--- src/rtl/audio_clk_pkg.sv ---
// Shared audio-clock constants: rate codes, LRCLK period windows (in 100 MHz
// clk cycles) and the rate-detector FSM state type.
package audio_clk_pkg;

  localparam int PERIOD_W = 16;
  localparam int RATE_W   = 3;

  localparam logic [RATE_W-1:0] RATE_NONE    = 3'd0;
  localparam logic [RATE_W-1:0] RATE_44K1    = 3'd1;
  localparam logic [RATE_W-1:0] RATE_48K     = 3'd2;
  localparam logic [RATE_W-1:0] RATE_88K2    = 3'd3;
  localparam logic [RATE_W-1:0] RATE_96K     = 3'd4;
  localparam logic [RATE_W-1:0] RATE_176K4   = 3'd5;
  localparam logic [RATE_W-1:0] RATE_192K    = 3'd6;
  localparam logic [RATE_W-1:0] RATE_UNKNOWN = 3'd7;

  // Inclusive bounds; each window brackets the nominal period with margin for jitter.
  localparam logic [PERIOD_W-1:0] WIN_192K_LO  = 16'd500;
  localparam logic [PERIOD_W-1:0] WIN_192K_HI  = 16'd540;
  localparam logic [PERIOD_W-1:0] WIN_176K4_LO = 16'd550;
  localparam logic [PERIOD_W-1:0] WIN_176K4_HI = 16'd590;
  localparam logic [PERIOD_W-1:0] WIN_96K_LO   = 16'd1020;
  localparam logic [PERIOD_W-1:0] WIN_96K_HI   = 16'd1060;
  localparam logic [PERIOD_W-1:0] WIN_88K2_LO  = 16'd1110;
  localparam logic [PERIOD_W-1:0] WIN_88K2_HI  = 16'd1160;
  localparam logic [PERIOD_W-1:0] WIN_48K_LO   = 16'd2060;
  localparam logic [PERIOD_W-1:0] WIN_48K_HI   = 16'd2110;
  localparam logic [PERIOD_W-1:0] WIN_44K1_LO  = 16'd2240;
  localparam logic [PERIOD_W-1:0] WIN_44K1_HI  = 16'd2300;

  typedef enum logic [1:0] {
    ST_IDLE,
    ST_ACQUIRE,
    ST_MEASURE
  } det_state_e;

  function automatic logic code_is_valid(input logic [RATE_W-1:0] code);
    return (code != RATE_NONE) && (code != RATE_UNKNOWN);
  endfunction

endpackage

--- src/rtl/rate_classify.sv ---
// Combinational lookup from a measured LRCLK period to an audio rate code.
module rate_classify
  import audio_clk_pkg::*;
(
  input  logic [PERIOD_W-1:0] period_i,
  output logic [RATE_W-1:0]   code_o
);

  function automatic logic in_win(input logic [PERIOD_W-1:0] p,
                                  input logic [PERIOD_W-1:0] lo,
                                  input logic [PERIOD_W-1:0] hi);
    return (p >= lo) && (p <= hi);
  endfunction

  always_comb begin
    code_o = RATE_UNKNOWN;
    if      (in_win(period_i, WIN_192K_LO,  WIN_192K_HI))  code_o = RATE_192K;
    else if (in_win(period_i, WIN_176K4_LO, WIN_176K4_HI)) code_o = RATE_176K4;
    else if (in_win(period_i, WIN_96K_LO,   WIN_96K_HI))   code_o = RATE_96K;
    else if (in_win(period_i, WIN_88K2_LO,  WIN_88K2_HI))  code_o = RATE_88K2;
    else if (in_win(period_i, WIN_48K_LO,   WIN_48K_HI))   code_o = RATE_48K;
    else if (in_win(period_i, WIN_44K1_LO,  WIN_44K1_HI))  code_o = RATE_44K1;
  end

endmodule

--- src/rtl/lrclk_rate_detect.sv ---
// Measures the LRCLK period in clk cycles, classifies it, and reports a rate
// once STABLE_N consecutive measurements agree; flags a lost LRCLK after TIMEOUT.
module lrclk_rate_detect
  import audio_clk_pkg::*;
#(
  parameter int unsigned STABLE_N = 4,
  parameter int unsigned TIMEOUT  = 8192
) (
  input  logic                clk_clkin,
  input  logic                reset_n,
  input  logic                lrclk_sync,
  input  logic                enable_sync,
  output logic [RATE_W-1:0]   rate_code,
  output logic                rate_valid,
  output logic [PERIOD_W-1:0] period,
  output logic                rate_change,
  output logic                lrclk_lost
);

  localparam int unsigned         STAB_W      = $clog2(STABLE_N + 1);
  localparam logic [STAB_W-1:0]   STAB_MAX    = STAB_W'(STABLE_N);
  localparam logic [STAB_W-1:0]   STAB_ONE    = STAB_W'(1);
  localparam logic [PERIOD_W-1:0] CNT_MAX     = '1;
  localparam logic [PERIOD_W-1:0] CNT_TIMEOUT = PERIOD_W'(TIMEOUT - 1);

  det_state_e          state_q, state_d;
  logic                lrclk_d;
  logic [PERIOD_W-1:0] cnt_q, cnt_d;
  logic [RATE_W-1:0]   cand_q, cand_d;
  logic [STAB_W-1:0]   stab_q, stab_d;
  logic [RATE_W-1:0]   code_q, code_d;
  logic [PERIOD_W-1:0] period_q, period_d;
  logic                change_q, change_d;
  logic                lost_q, lost_d;

  logic                edge_seen;
  logic                timeout_hit;
  logic [PERIOD_W-1:0] meas;
  logic [RATE_W-1:0]   meas_code;

  assign edge_seen   = lrclk_sync & ~lrclk_d;
  assign timeout_hit = (cnt_q == CNT_TIMEOUT);
  assign meas        = (cnt_q == CNT_MAX) ? CNT_MAX : cnt_q + 16'd1;

  rate_classify u_classify (
    .period_i (meas),
    .code_o   (meas_code)
  );

  // NOTE: every variable gets a default before any branch so no path leaves it
  // unassigned; otherwise synthesis infers a latch to hold the old value.
  always_comb begin
    state_d  = state_q;
    cnt_d    = (cnt_q == CNT_MAX) ? cnt_q : cnt_q + 16'd1;
    cand_d   = cand_q;
    stab_d   = stab_q;
    code_d   = code_q;
    period_d = period_q;
    change_d = 1'b0;
    lost_d   = lost_q;

    if (!enable_sync) begin
      // Disabled: everything returns to a clean slate, silently (no rate_change).
      state_d  = ST_IDLE;
      cnt_d    = '0;
      cand_d   = RATE_NONE;
      stab_d   = '0;
      code_d   = RATE_NONE;
      period_d = '0;
      lost_d   = 1'b0;
    end else begin
      unique case (state_q)
        ST_IDLE: begin
          state_d = ST_ACQUIRE;
          cnt_d   = '0;
        end
        ST_ACQUIRE, ST_MEASURE: begin
          if (edge_seen) begin
            state_d = ST_MEASURE;
            cnt_d   = '0;
            lost_d  = 1'b0;
            // The first edge after acquiring only starts the period count.
            if (state_q == ST_MEASURE) begin
              period_d = meas;
              cand_d   = meas_code;
              if (meas_code == cand_q)
                stab_d = (stab_q == STAB_MAX) ? stab_q : stab_q + STAB_ONE;
              else
                stab_d = STAB_ONE;
              if ((stab_d == STAB_MAX) && (meas_code != code_q)) begin
                code_d   = meas_code;
                change_d = 1'b1;
              end
            end
          end else if (timeout_hit) begin
            state_d  = ST_ACQUIRE;
            lost_d   = 1'b1;
            change_d = (code_q != RATE_NONE);
            code_d   = RATE_NONE;
            cand_d   = RATE_NONE;
            stab_d   = '0;
          end
        end
        default: state_d = ST_IDLE;
      endcase
    end
  end

  // NOTE: state registers use non-blocking assignments so every flop samples
  // the pre-edge values, independent of statement order.
  always_ff @(posedge clk_clkin or negedge reset_n) begin
    if (!reset_n) begin
      state_q  <= ST_IDLE;
      lrclk_d  <= 1'b0;
      cnt_q    <= '0;
      cand_q   <= RATE_NONE;
      stab_q   <= '0;
      code_q   <= RATE_NONE;
      period_q <= '0;
      change_q <= 1'b0;
      lost_q   <= 1'b0;
    end else begin
      state_q  <= state_d;
      lrclk_d  <= lrclk_sync;
      cnt_q    <= cnt_d;
      cand_q   <= cand_d;
      stab_q   <= stab_d;
      code_q   <= code_d;
      period_q <= period_d;
      change_q <= change_d;
      lost_q   <= lost_d;
    end
  end

  assign rate_code   = code_q;
  assign rate_valid  = code_is_valid(code_q);
  assign period      = period_q;
  assign rate_change = change_q;
  assign lrclk_lost  = lost_q;

endmodule

--- config.mk ---
export PLATFORM = sky130hd
export DESIGN_NAME = lrclk_rate_detect
export DESIGN_NICKNAME = d
export VERILOG_FILES = /design/src/rtl/audio_clk_pkg.sv /design/src/rtl/rate_classify.sv /design/src/rtl/lrclk_rate_detect.sv
export SDC_FILE = /design/constraint.sdc
export NUM_CORES = 1
export LEC_CHECK = 0
export BUFFER_PORTS_ARGS = -buffer_cell sky130_fd_sc_hd__clkbuf_2
export CAP_MARGIN = 30
export CORE_UTILIZATION = 58
export CTS_CLUSTER_DIAMETER = 40
export DETAILED_ROUTE_END_ITERATION = 10
export PLACE_DENSITY = 0.85
export RECOVER_POWER = 50
export SLEW_MARGIN = 20
export SYNTH_ARGS = -nofsm -noshare
export SYNTH_HDL_FRONTEND = slang
export SYNTH_HIERARCHICAL = 1
export SYNTH_SLANG_ARGS = --single-unit
--- constraint.sdc ---
create_clock -name clk_clkin -period 4.9 [get_ports clk_clkin]
set_input_delay 0.98 -clock clk_clkin [delete_from_list [all_inputs] [get_ports clk_clkin]]
set_output_delay 0.98 -clock clk_clkin [all_outputs]
set_load 0.02 [all_outputs]
==> flow_summary.yaml, run 1 <==
run_status:
  outcome: "finished with violations"
  violations: "DRC, capacitance limit, slew limit"
layout:
  final_common_cell: "dfrtp_1"
  most-common-layout-cells: "46 x dfrtp_1, 32 x nor2_1, 29 x nand2_1"
  antennaDiodeCount: 0
  drive_gt1_share_pct: 12.75
  finalInstanceArea_mm2: 0.003004
  layout.nets: 356
  syn_to_final_growth_pct: 10.14
  fillers: 360
timing:
  rsz0062_at_grt: "no"
  fin_skew_ns: 0.01014
  fin_crit_sh_pct: 90.95
  max_slew_margin_pct: -60.39
  finalMaxSlewViolations: 47
  hold_ws_ns: 0.4832
  final.setup.tns_ns: 0
  max_freq_mhz: 224.4
  worst_slew_pin_slew_ns: 2.406
  min_period_ns: 4.456
  finalHoldViolCount: 0
  finalSetupViolCount: 0
power_and_ir_drop:
  intPower_mw: 0.5147
  power_mw: 0.7126
  ir_drop_mv: 0.1240
  cellPowerDensity_mw_per_mm2: 237.2
  leakagePower_nw: 1.333
  p_switching_mw: 0.1979
  seq_power_share_pct: 55.8
  swShare_pct: 27.77
  clockPowerShare_pct: 30.9
  combinationalPowerShare_pct: 13.3
floorplanning:
  start_util_pct: 61.37
  ios: 26
  rows: 24
  core_area_mm2: 0.004444
  die_height_um: 70.58
  die_w_um: 70.58
  dieArea_mm2: 0.004981
detailed_routing:
  drt_iter0_drc: 216
  dr.pass1.iters: 8
  antenna_left: 0
  routed_wirelength_mm: 6.630
  avgRoutedWirePerCell_um: 16.70
  viasPerCell: 6.446
  num_vias: 2559
  drc_errors: 4
synthesis:
  ys_types: 51
  synth_cells: 313
  yosys_warnings: 6
  synthArstFlopShare_pct: 100.0
  synth-simple-area-share_pct: 27.75
  synth_ff_type: "dfrtp_1"
  synth.cell_area_mm2: 0.002728
  synth_xor_area_share_pct: 3.532
  yosysSeqAreaShare_pct: 42.20
  ys_ff_latch: 46
  synth_fa_ha_area_share_pct: 3.211
  synth_compound_area_share_pct: 17.80
  synth.net_count: 324
  synth_enable_flop_cells: 0
  synth_top_family_by_area: "simple AND/OR/NAND/NOR gates"
  muxShareOfSynthArea_pct: 1.927
  avgSynthCellArea_um2: 8.714
cts:
  cts_root_buffer: "clkbuf_8"
  path_clk_slew_ns: 0.09
  cts.sinks: 46
  worstSkewPairLatency_ns: 0.30
  cts_tree: "built"
  cts_resized: 0
  cts_buffers: 5
  ctsHtreeMaxLevel: 2
  post_cts_buffers: 0
  clockBufferDepth: 2
  ctsHoldBuffers: 0
global_route:
  track_usage_pct: 28.96
  grt_max_degree: 47
  grt-ovfl-total: 0
  grt_first_pass_wirelength_mm: 11.27
  grt_pass1_vias: 2433
  antenna_found_initial: 0
hold_path:
  hold_path.class: "reg2reg"
placement:
  gp_congestion: 0.9478
  dp_hpwl_mm: 4.820
  port_buffers: 25
  placed_area_mm2: 0.002944
worst_setup_path:
  critical_path_class: "reg2reg"
  worstSetupEndpointType: "flop"
  worstPathRequired_ns: 5.12
  cp_max_fo: 6
  cp.arrival_ns: 4.68
  worstSetupStartpointType: "flop"
run:
  cap_viol_max_count: 1
-- path summary, 6_finish.rpt --
check / slack [ns] / endpoint / startpoint / cells after the start
worst max-delay path: 0.44 / rate_code[0] / cnt_q[5] / 15
worst min-delay path: 0.48 / period[2] / period[2] / 2
worst max register to register: 0.44 / rate_code[0] / cnt_q[5] / 15
worst min register to register: 0.48 / period[2] / period[2] / 2
max in group asynchronous: 2.03 / period[4] / reset_n / 2
min in group asynchronous: 1.49 / cnt_q[1] / reset_n / 2
-- power groups by stage --
stage / clock [mW] / sequential [mW] / combinational (mW)
after detailed placement: 0 / 0.404 / 0.0932
after global routing: 0.237 / 0.399 / 0.106
after global placement: 0 / 0.403 / 0.0898
after CTS: 0.223 / 0.397 / 0.0942
final: 0.220 / 0.397 / 0.0951
after floorplan: 0 / 0.402 / 0.0608
-- cells by family (layout without fill, tap and decap cells) --
kind of cell | count (synthesis) | count (layout)
DFF | 46 | 46
buffers and inverters | 25 | 57
adders and majority gates | 7 | 7
muxes | 5 | 5
xor gates and xnor gates | 11 | 11
and+or+nand+nor | 143 | 143
AOI/OAI and AO/OA | 76 | 76
-- cell usage after synthesis, types with 2 or more instances --
library cell / instances / area share, %
and3_1: 3 / 0.69
a21oi_1: 11 / 2.0
nor3_2: 2 / 0.73
mux2_2: 2 / 0.83
nor2_1: 32 / 4.4
or2_1: 3 / 0.69
a31oi_1: 14 / 3.2
clkbuf_1: 5 / 0.69
xor2_1: 6 / 1.9
nor3_1: 9 / 1.7
nand2b_1: 8 / 1.8
and4_1: 4 / 1.3
nand3_1: 20 / 3.7
nand2_1: 29 / 4.0
dfrtp_1: 46 / 42
o21a_1: 4 / 1.1
buf_2: 3 / 0.55
nand2_2: 2 / 0.46
xnor2_1: 5 / 1.6
mux2i_1: 3 / 1.1
o22ai_1: 2 / 0.46
nand4b_1: 2 / 0.64
inv_1: 17 / 2.3
a22o_1: 8 / 2.6
o21ai_0: 20 / 3.7
or4_1: 2 / 0.55
o21ai_1: 5 / 0.92
a211oi_1: 2 / 0.55
and2_1: 8 / 1.8
ha_1: 7 / 3.2
nand4_1: 7 / 1.6
nor4_1: 3 / 0.69
-- worst max-delay path: stages, from the launching register on --
cell,delay (ns)
dfrtp_1,0.46
nand3_2,0.14
or3_4,0.43
nor3_2,0.22
mux2i_1,0.32
inv_1,0.13
nor3_4,0.31
nand2_2,0.09
or2_1,0.25
or4_1,0.49
and4_1,0.23
xor2_1,0.15
nor3_1,0.52
nand3_1,0.19
or2_1,0.30
o21ai_1,0.14
-- stage by stage --
stage,std cells,setup slack (ns),util (%)
floorplan,313,1.007,-
global placement,389,0.7993,66.08
detailed placement,390,0.5086,66.24
CTS,397,0.4799,68.02
global route,397,0.07393,67.60
finish,397,0.4436,67.60
-- registers in the layout (all words and copies together), names as in the netlist --
register and cells:
state_q 2, lrclk_lost 1, lrclk_d 1, rate_change 1
cnt_q 16, period 16, rate_code 3, stab_q 3
cand_q 3
-- layout make-up --
| type | instances | area, µm² | share of cell area [%] |
|---|---|---|---|
| inverters | 17 | 63.81 | 2.124 |
| multi-input cells | 242 | 1474 | 49.06 |
| well taps | 52 | 65.06 | 2.166 |
| repair buffers | 33 | 171.4 | 5.706 |
| flip-flops and latches | 46 | 1151 | 38.32 |
| clock buffers | 5 | 68.82 | 2.291 |
| clock inverters | 2 | 10.01 | 0.3332 |
-- metal layers --
layer / track usage, % / vias to the layer above / routed length [µm]
li1: - / 1200 / -
met1: 37.97 / 1237 / 2826
met2: 48.98 / 105 / 3296
met3: 4.701 / 17 / 364
met4: 10.67 / 0 / 142
met5: 0 / - / 0
Note: power is estimated with default switching activity, not from simulation.
==> run 2: changes to the inputs <==
--- a/config.mk
+++ b/config.mk
@@ -5,6 +5,7 @@
 export SDC_FILE = /design/constraint.sdc
 export NUM_CORES = 1
 export LEC_CHECK = 0
+export ABC_AREA = 1
 export BUFFER_PORTS_ARGS = -buffer_cell sky130_fd_sc_hd__clkbuf_2
 export CAP_MARGIN = 30
 export CORE_UTILIZATION = 58
==> flow_summary.yaml, run 2 <==
floorplanning:
  rows: 26
  dieArea_mm2: 0.005587
  die_height_um: 74.75
  die_w_um: 74.75
  ios: 26
  core_area_mm2: 0.005107
  start_util_pct: 60.09
synthesis:
  yosysMostFrequentCell: "nand2_1"
  muxShareOfSynthArea_pct: 0
  synth.cell_area_mm2: 0.003069
  synth_compound_area_share_pct: 7.746
  ys_types: 40
  synth_ff_type: "dfrtp_1"
  synth.net_count: 449
  synthArstFlopShare_pct: 100.0
  ys_ff_latch: 46
  synth_top_family_by_area: "simple AND/OR/NAND/NOR gates"
  yosys_warnings: 6
  synth_top_cells_by_area: "dfrtp_1 38%, nand2_1 18%, inv_1 6.2%"
  yosysSeqAreaShare_pct: 37.51
  synth_cells: 438
  netlist_top_cells_count: "144 x nand2_1, 51 x inv_1, 46 x dfrtp_1, 42 x nor2_1, 30 x nand3_1"
  synth_xor_area_share_pct: 3.710
  synth_enable_flop_cells: 0
  avgSynthCellArea_um2: 7.007
  yosysTopAreaCellShare_pct: 37.51
  synth-simple-area-share_pct: 39.54
  yosysTopAreaCell: "dfrtp_1"
  synth_fa_ha_area_share_pct: 2.854
power_and_ir_drop:
  power_mw: 0.8799
  cellPowerDensity_mw_per_mm2: 262.4
  leakagePower_nw: 1.821
  ir_drop_mv: 0.1979
global_route:
  grt-ovfl-total: 0
  track_usage_pct: 29.59
  antenna_found_initial: 0
  grt_pass1_vias: 2724
  grt_first_pass_wirelength_mm: 12.43
  grt_max_degree: 47
worst_setup_path:
  cp.arrival_ns: 3.99
  worstSetupStartpointType: "flop"
  worstPathRequired_ns: 5.10
  cp_max_fo: 16
  critical_path_class: "reg2reg"
  worstSetupEndpointType: "flop"
detailed_routing:
  avgRoutedWirePerCell_um: 14.14
  dr.pass1.iters: 5
  drt_iter0_drc: 233
  antenna_left: 0
  routed_wirelength_mm: 7.594
  viasPerCell: 5.503
  drc_errors: 0
  num_vias: 2955
cts:
  cts_resized: 0
  cts.sinks: 46
  ctsHoldBuffers: 0
  clockBufferDepth: 2
  cts_buffers: 5
  post_cts_buffers: 0
  worstSkewPairLatency_ns: 0.30
  ctsHtreeMaxLevel: 2
  path_clk_slew_ns: 0.09
  cts_root_buffer: "clkbuf_8"
  cts_tree: "built"
layout:
  final_cells: 537
  most-common-layout-cells: "144 x nand2_1, 51 x inv_1, 46 x dfrtp_1"
  antennaDiodeCount: 0
  syn_to_final_growth_pct: 9.254
  seq_area_mm2: 0.001151
  drive_gt1_share_pct: 13.70
  multi_input_area_mm2: 0.001653
  fillers: 467
  final_util_pct: 65.65
  final_common_cell: "nand2_1"
  layout.nets: 477
run:
  cap_viol_max_count: 1
placement:
  gp_congestion: 0.9722
  dp_slack_ns: 1.294
  dp_hpwl_mm: 5.582
  port_buffers: 25
  place_inst: 528
timing:
  max_slew_margin_pct: -61.99
  worst_slack_ns: 1.117
  finalMaxSlewViolations: 47
  rsz0062_at_grt: "no"
  fin_skew_ns: 0.006021
  final.setup.tns_ns: 0
  finalHoldViolCount: 0
  min_period_ns: 3.783
  max_freq_mhz: 264.3
  worst_slew_pin_slew_ns: 2.430
  fin_crit_sh_pct: 77.21
  finalSetupViolCount: 0
hold_path:
  hold_path.class: "reg2reg"
run_status:
  outcome: "finished with violations"
  violations: "capacitance limit, slew limit"
==> run 2: final cells by class <==
type,instances,area share [%]
clock buffer,5,2.052
clock inverter,3,1.194
inverter,59,6.828
multi-input combinational,327,49.29
sequential,46,34.33
tap,70,2.612
timing repair buffer,27,3.694
==> run 2: cell families after synthesis <==
group / count (synthesis)
fa+ha+maj: 7
flops: 46
compound gates: 40
buf+inv: 65
simple gates: 267
xor+xnor: 13
==> run 2: path summary, 6_finish.rpt <==
kind,depth (start not counted),endpoint,slack (ns),startpoint
min,2,period[0],0.49,period[0]
max in group asynchronous,2,cnt_q[1],2.01,reset_n
max reg2reg,22,rate_code[1],1.12,cnt_q[0]
max,22,rate_code[1],1.12,cnt_q[0]
min reg2reg,2,period[0],0.49,period[0]
min in group asynchronous,2,rate_code[2],1.50,reset_n
==> run 2: critical path, cell delays in order, from the launching register on <==
cell and delay [ns]:
dfrtp_1 0.43, ha_1 0.25, nand3_2 0.13, nor3_4 0.33
nand3_2 0.36, nand2_1 0.43, nand2_2 0.14, nor2_2 0.15
nand2_1 0.10, o21ai_0 0.20, nand2_1 0.10, nand2_1 0.08
nor2_2 0.05, inv_1 0.09, nand2_1 0.05, nand2_1 0.09
nand3_1 0.10, nor2_1 0.14, nand3_1 0.12, nand2_1 0.15
nand2_2 0.08, nand2_1 0.06, nand2_1 0.05
==> run 2: where the power goes <==
group	switching (mW)	internal, mW	total, mW
clock network	0.129	0.150	0.279
logic	0.124	0.0523	0.177
registers	0.0230	0.401	0.424
total	0.276	0.604	0.880
==> run 2: metrics by stage <==
step	hold slack, ns	instance area [µm²]
detailed placement	0.4720	3253
global route	0.5209	3353
finish	0.4950	3353
global placement	0.4652	3253
CTS	0.5023	3362
floorplan	0.4695	3069
==> run 2: per-layer routing <==
layer | up-vias | track usage, % | wire length (µm)
met1 | 1373 | 39.90 | 3381
met3 | 16 | 6.426 | 553
li1 | 1442 | - | -
met4 | 0 | 11.11 | 163
met2 | 124 | 46.95 | 3496
met5 | - | 0 | 0
==> run 3: changes to the inputs <==
--- a/config.mk
+++ b/config.mk
@@ -5,13 +5,13 @@
 export SDC_FILE = /design/constraint.sdc
 export NUM_CORES = 1
 export LEC_CHECK = 0
-export ABC_AREA = 1
+export ABC_AREA = 0
 export BUFFER_PORTS_ARGS = -buffer_cell sky130_fd_sc_hd__clkbuf_2
 export CAP_MARGIN = 30
-export CORE_UTILIZATION = 58
+export CORE_UTILIZATION = 53
 export CTS_CLUSTER_DIAMETER = 40
 export DETAILED_ROUTE_END_ITERATION = 10
-export PLACE_DENSITY = 0.85
+export PLACE_DENSITY = 0.82
 export RECOVER_POWER = 50
 export SLEW_MARGIN = 20
 export SYNTH_ARGS = -nofsm -noshare
==> constraint.sdc (replaced) <==
create_clock -name clk_clkin -period 3.48 [get_ports clk_clkin]
set_input_delay 0.696 -clock clk_clkin [delete_from_list [all_inputs] [get_ports clk_clkin]]
set_output_delay 0.696 -clock clk_clkin [all_outputs]
set_load 0.02 [all_outputs]
==> flow_summary.yaml, run 3 (same netlist as run 1, synthesis figures left out) <==
run_status:
  outcome: "finished with violations"
  violations: "capacitance limit, slew limit, setup timing"
worst_setup_path:
  cp.arrival_ns: 3.95
  worstPathRequired_ns: 3.71
  rr_endpoint: "rate_code[2]"
  worstSetupStartpointType: "flop"
  cp_max_fo: 4
  path_cells: "nand3_2 > or3_4 > nor3_4 > mux2i_2 > inv_1 > nor3_4 > buf_6 > nand2_4 > or2_4 > or4_1 > and4_4 > xor2_2 > nor3_2 > nand3_1 > or2_4 > o21ai_2"
  reg2regPathDepth: 16
  worstSetupEndpointType: "flop"
  crit_buf_inv: 2
  r2r_start: "cnt_q[10]"
  cp_top_family: "simple AND/OR/NAND/NOR gates"
  critical_path_class: "reg2reg"
  crit_path_max_incr_delay_ns: 0.42
  rrSetupSlack_ns: -0.25
  slowest_stage: "dfrtp_1"
hold_path:
  min_path_cells: 2
  hold_path.class: "reg2reg"
  min_from: "period[14]"
  holdPathEnd: "period[14]"
timing:
  min_period_ns: 3.727
  fin_skew_ns: 0.008839
  hold_ws_ns: 0.4824
  max_slew_margin_pct: -11.86
  fin_crit_sh_pct: 107.1
  max_freq_mhz: 268.3
  finalSetupViolCount: 7
  finalMaxSlewViolations: 33
  worst_slack_ns: -0.2466
  finalHoldViolCount: 0
  rsz0062_at_grt: "yes"
  worst_slew_pin_slew_ns: 1.678
layout:
  most-common-layout-cells: "54 x buf_4, 45 x dfrtp_1, 27 x nand2_1, 27 x nor2_1, 19 x nand3_1"
  fillers: 380
  syn_to_final_growth_pct: 29.22
  final_common_cell: "buf_4"
  finalInstanceArea_mm2: 0.003525
  antennaDiodeCount: 0
  layout.nets: 404
  drive_gt1_share_pct: 29.95
detailed_routing:
  num_vias: 2763
  avgRoutedWirePerCell_um: 16.51
  dr.pass1.iters: 5
  routed_wirelength_mm: 7.610
  drc_errors: 0
  viasPerCell: 5.993
  drt_iter0_drc: 243
  antenna_left: 0
placement:
  dp_hpwl_mm: 5.468
  gp_congestion: 0.9367
  port_buffers: 25
  placed_area_mm2: 0.003302
global_route:
  grt-ovfl-total: 0
  grt_first_pass_wirelength_mm: 11.91
  grt_max_degree: 33
  grt_pass1_vias: 2554
  antenna_found_initial: 0
  track_usage_pct: 29.21
cts:
  cts_tree: "built"
  ctsHtreeMaxLevel: 2
  path_clk_slew_ns: 0.08
  worstSkewPairLatency_ns: 0.30
  cts_buffers: 5
  cts_root_buffer: "clkbuf_8"
  ctsHoldBuffers: 0
  cts.sinks: 46
  clockBufferDepth: 2
floorplanning:
  die_height_um: 73.74
  core_area_mm2: 0.004848
  die_w_um: 73.74
  dieArea_mm2: 0.005438
  ios: 26
  start_util_pct: 56.26
  rows: 25
run:
  cap_viol_max_count: 1
power_and_ir_drop:
  leakagePower_nw: 1.615
  ir_drop_mv: 0.1755
  cellPowerDensity_mw_per_mm2: 294.3
run 3: per-layer routing:
| layer | global-route usage [%] | up-vias | wire length, µm |
|---|---|---|---|
| li1 | - | 1296 | - |
| met1 | 37.00 | 1309 | 3315 |
| met2 | 49.64 | 137 | 3681 |
| met3 | 4.801 | 21 | 445 |
| met4 | 11.54 | 0 | 168 |
| met5 | 0 | - | 0 |
run 3: where the power goes:
part	switching [mW]	total [mW]	leakage [nW]	internal (mW)
clock network	0.174	0.335	0.0482	0.160
logic	0.0962	0.144	0.934	0.0477
registers	0.0123	0.559	0.633	0.547
run 3: per-stage QoR:
step / instances / setup TNS (ns) / total power [mW] / setup WS (ns) / utilization (%)
after floorplan: 313 / 0 / 0.6523 / 0.01958 / -
after global placement: 447 / 0 / 0.7014 / 0.03886 / 68.10
after detailed placement: 447 / -0.7212 / 0.7078 / -0.1731 / 68.10
after CTS: 458 / -0.2207 / 1.036 / -0.06898 / 70.94
after global routing: 461 / -2.078 / 1.078 / -0.3780 / 72.70
final: 461 / -1.165 / 1.037 / -0.2466 / 72.70
run 3: tightest hold or removal path, cell delays in order, from the launching register on:
cell and delay (ns):
dfrtp_1 0.35, nand2_1 0.04, o21ai_0 0.06
run 3: cell type report:
class	instances	area, µm²	area share [%]
multi-input combinational	242	1598	45.33
sequential	46	1152	32.69
timing repair buffer	81	535.5	15.19
clock buffer	7	86.33	2.449
tap	67	83.83	2.378
inverter	17	63.81	1.810
clock inverter	1	5.005	0.1420
run 3: worst max path at each step:
| stage | start | end | slack, ns | cells after the start |
|---|---|---|---|---|
| detailed placement | cnt_q[0] | rate_code[0] | -0.17 | 16 |
| floorplan | cnt_q[5] | rate_code[0] | 0.02 | 15 |
| global route | cnt_q[8] | rate_code[2] | -0.38 | 16 |
| global placement | cnt_q[0] | rate_code[0] | 0.04 | 17 |
| CTS | cnt_q[0] | rate_code[0] | -0.07 | 17 |
| finish | cnt_q[10] | rate_code[2] | -0.25 | 16 |
run 3: what timing repair did:
action,4_1_cts,5_1_grt
gates resized for setup,8,22
buffers inserted,4,4
pin swaps,2,7
endpoints found under the setup margin,7,7
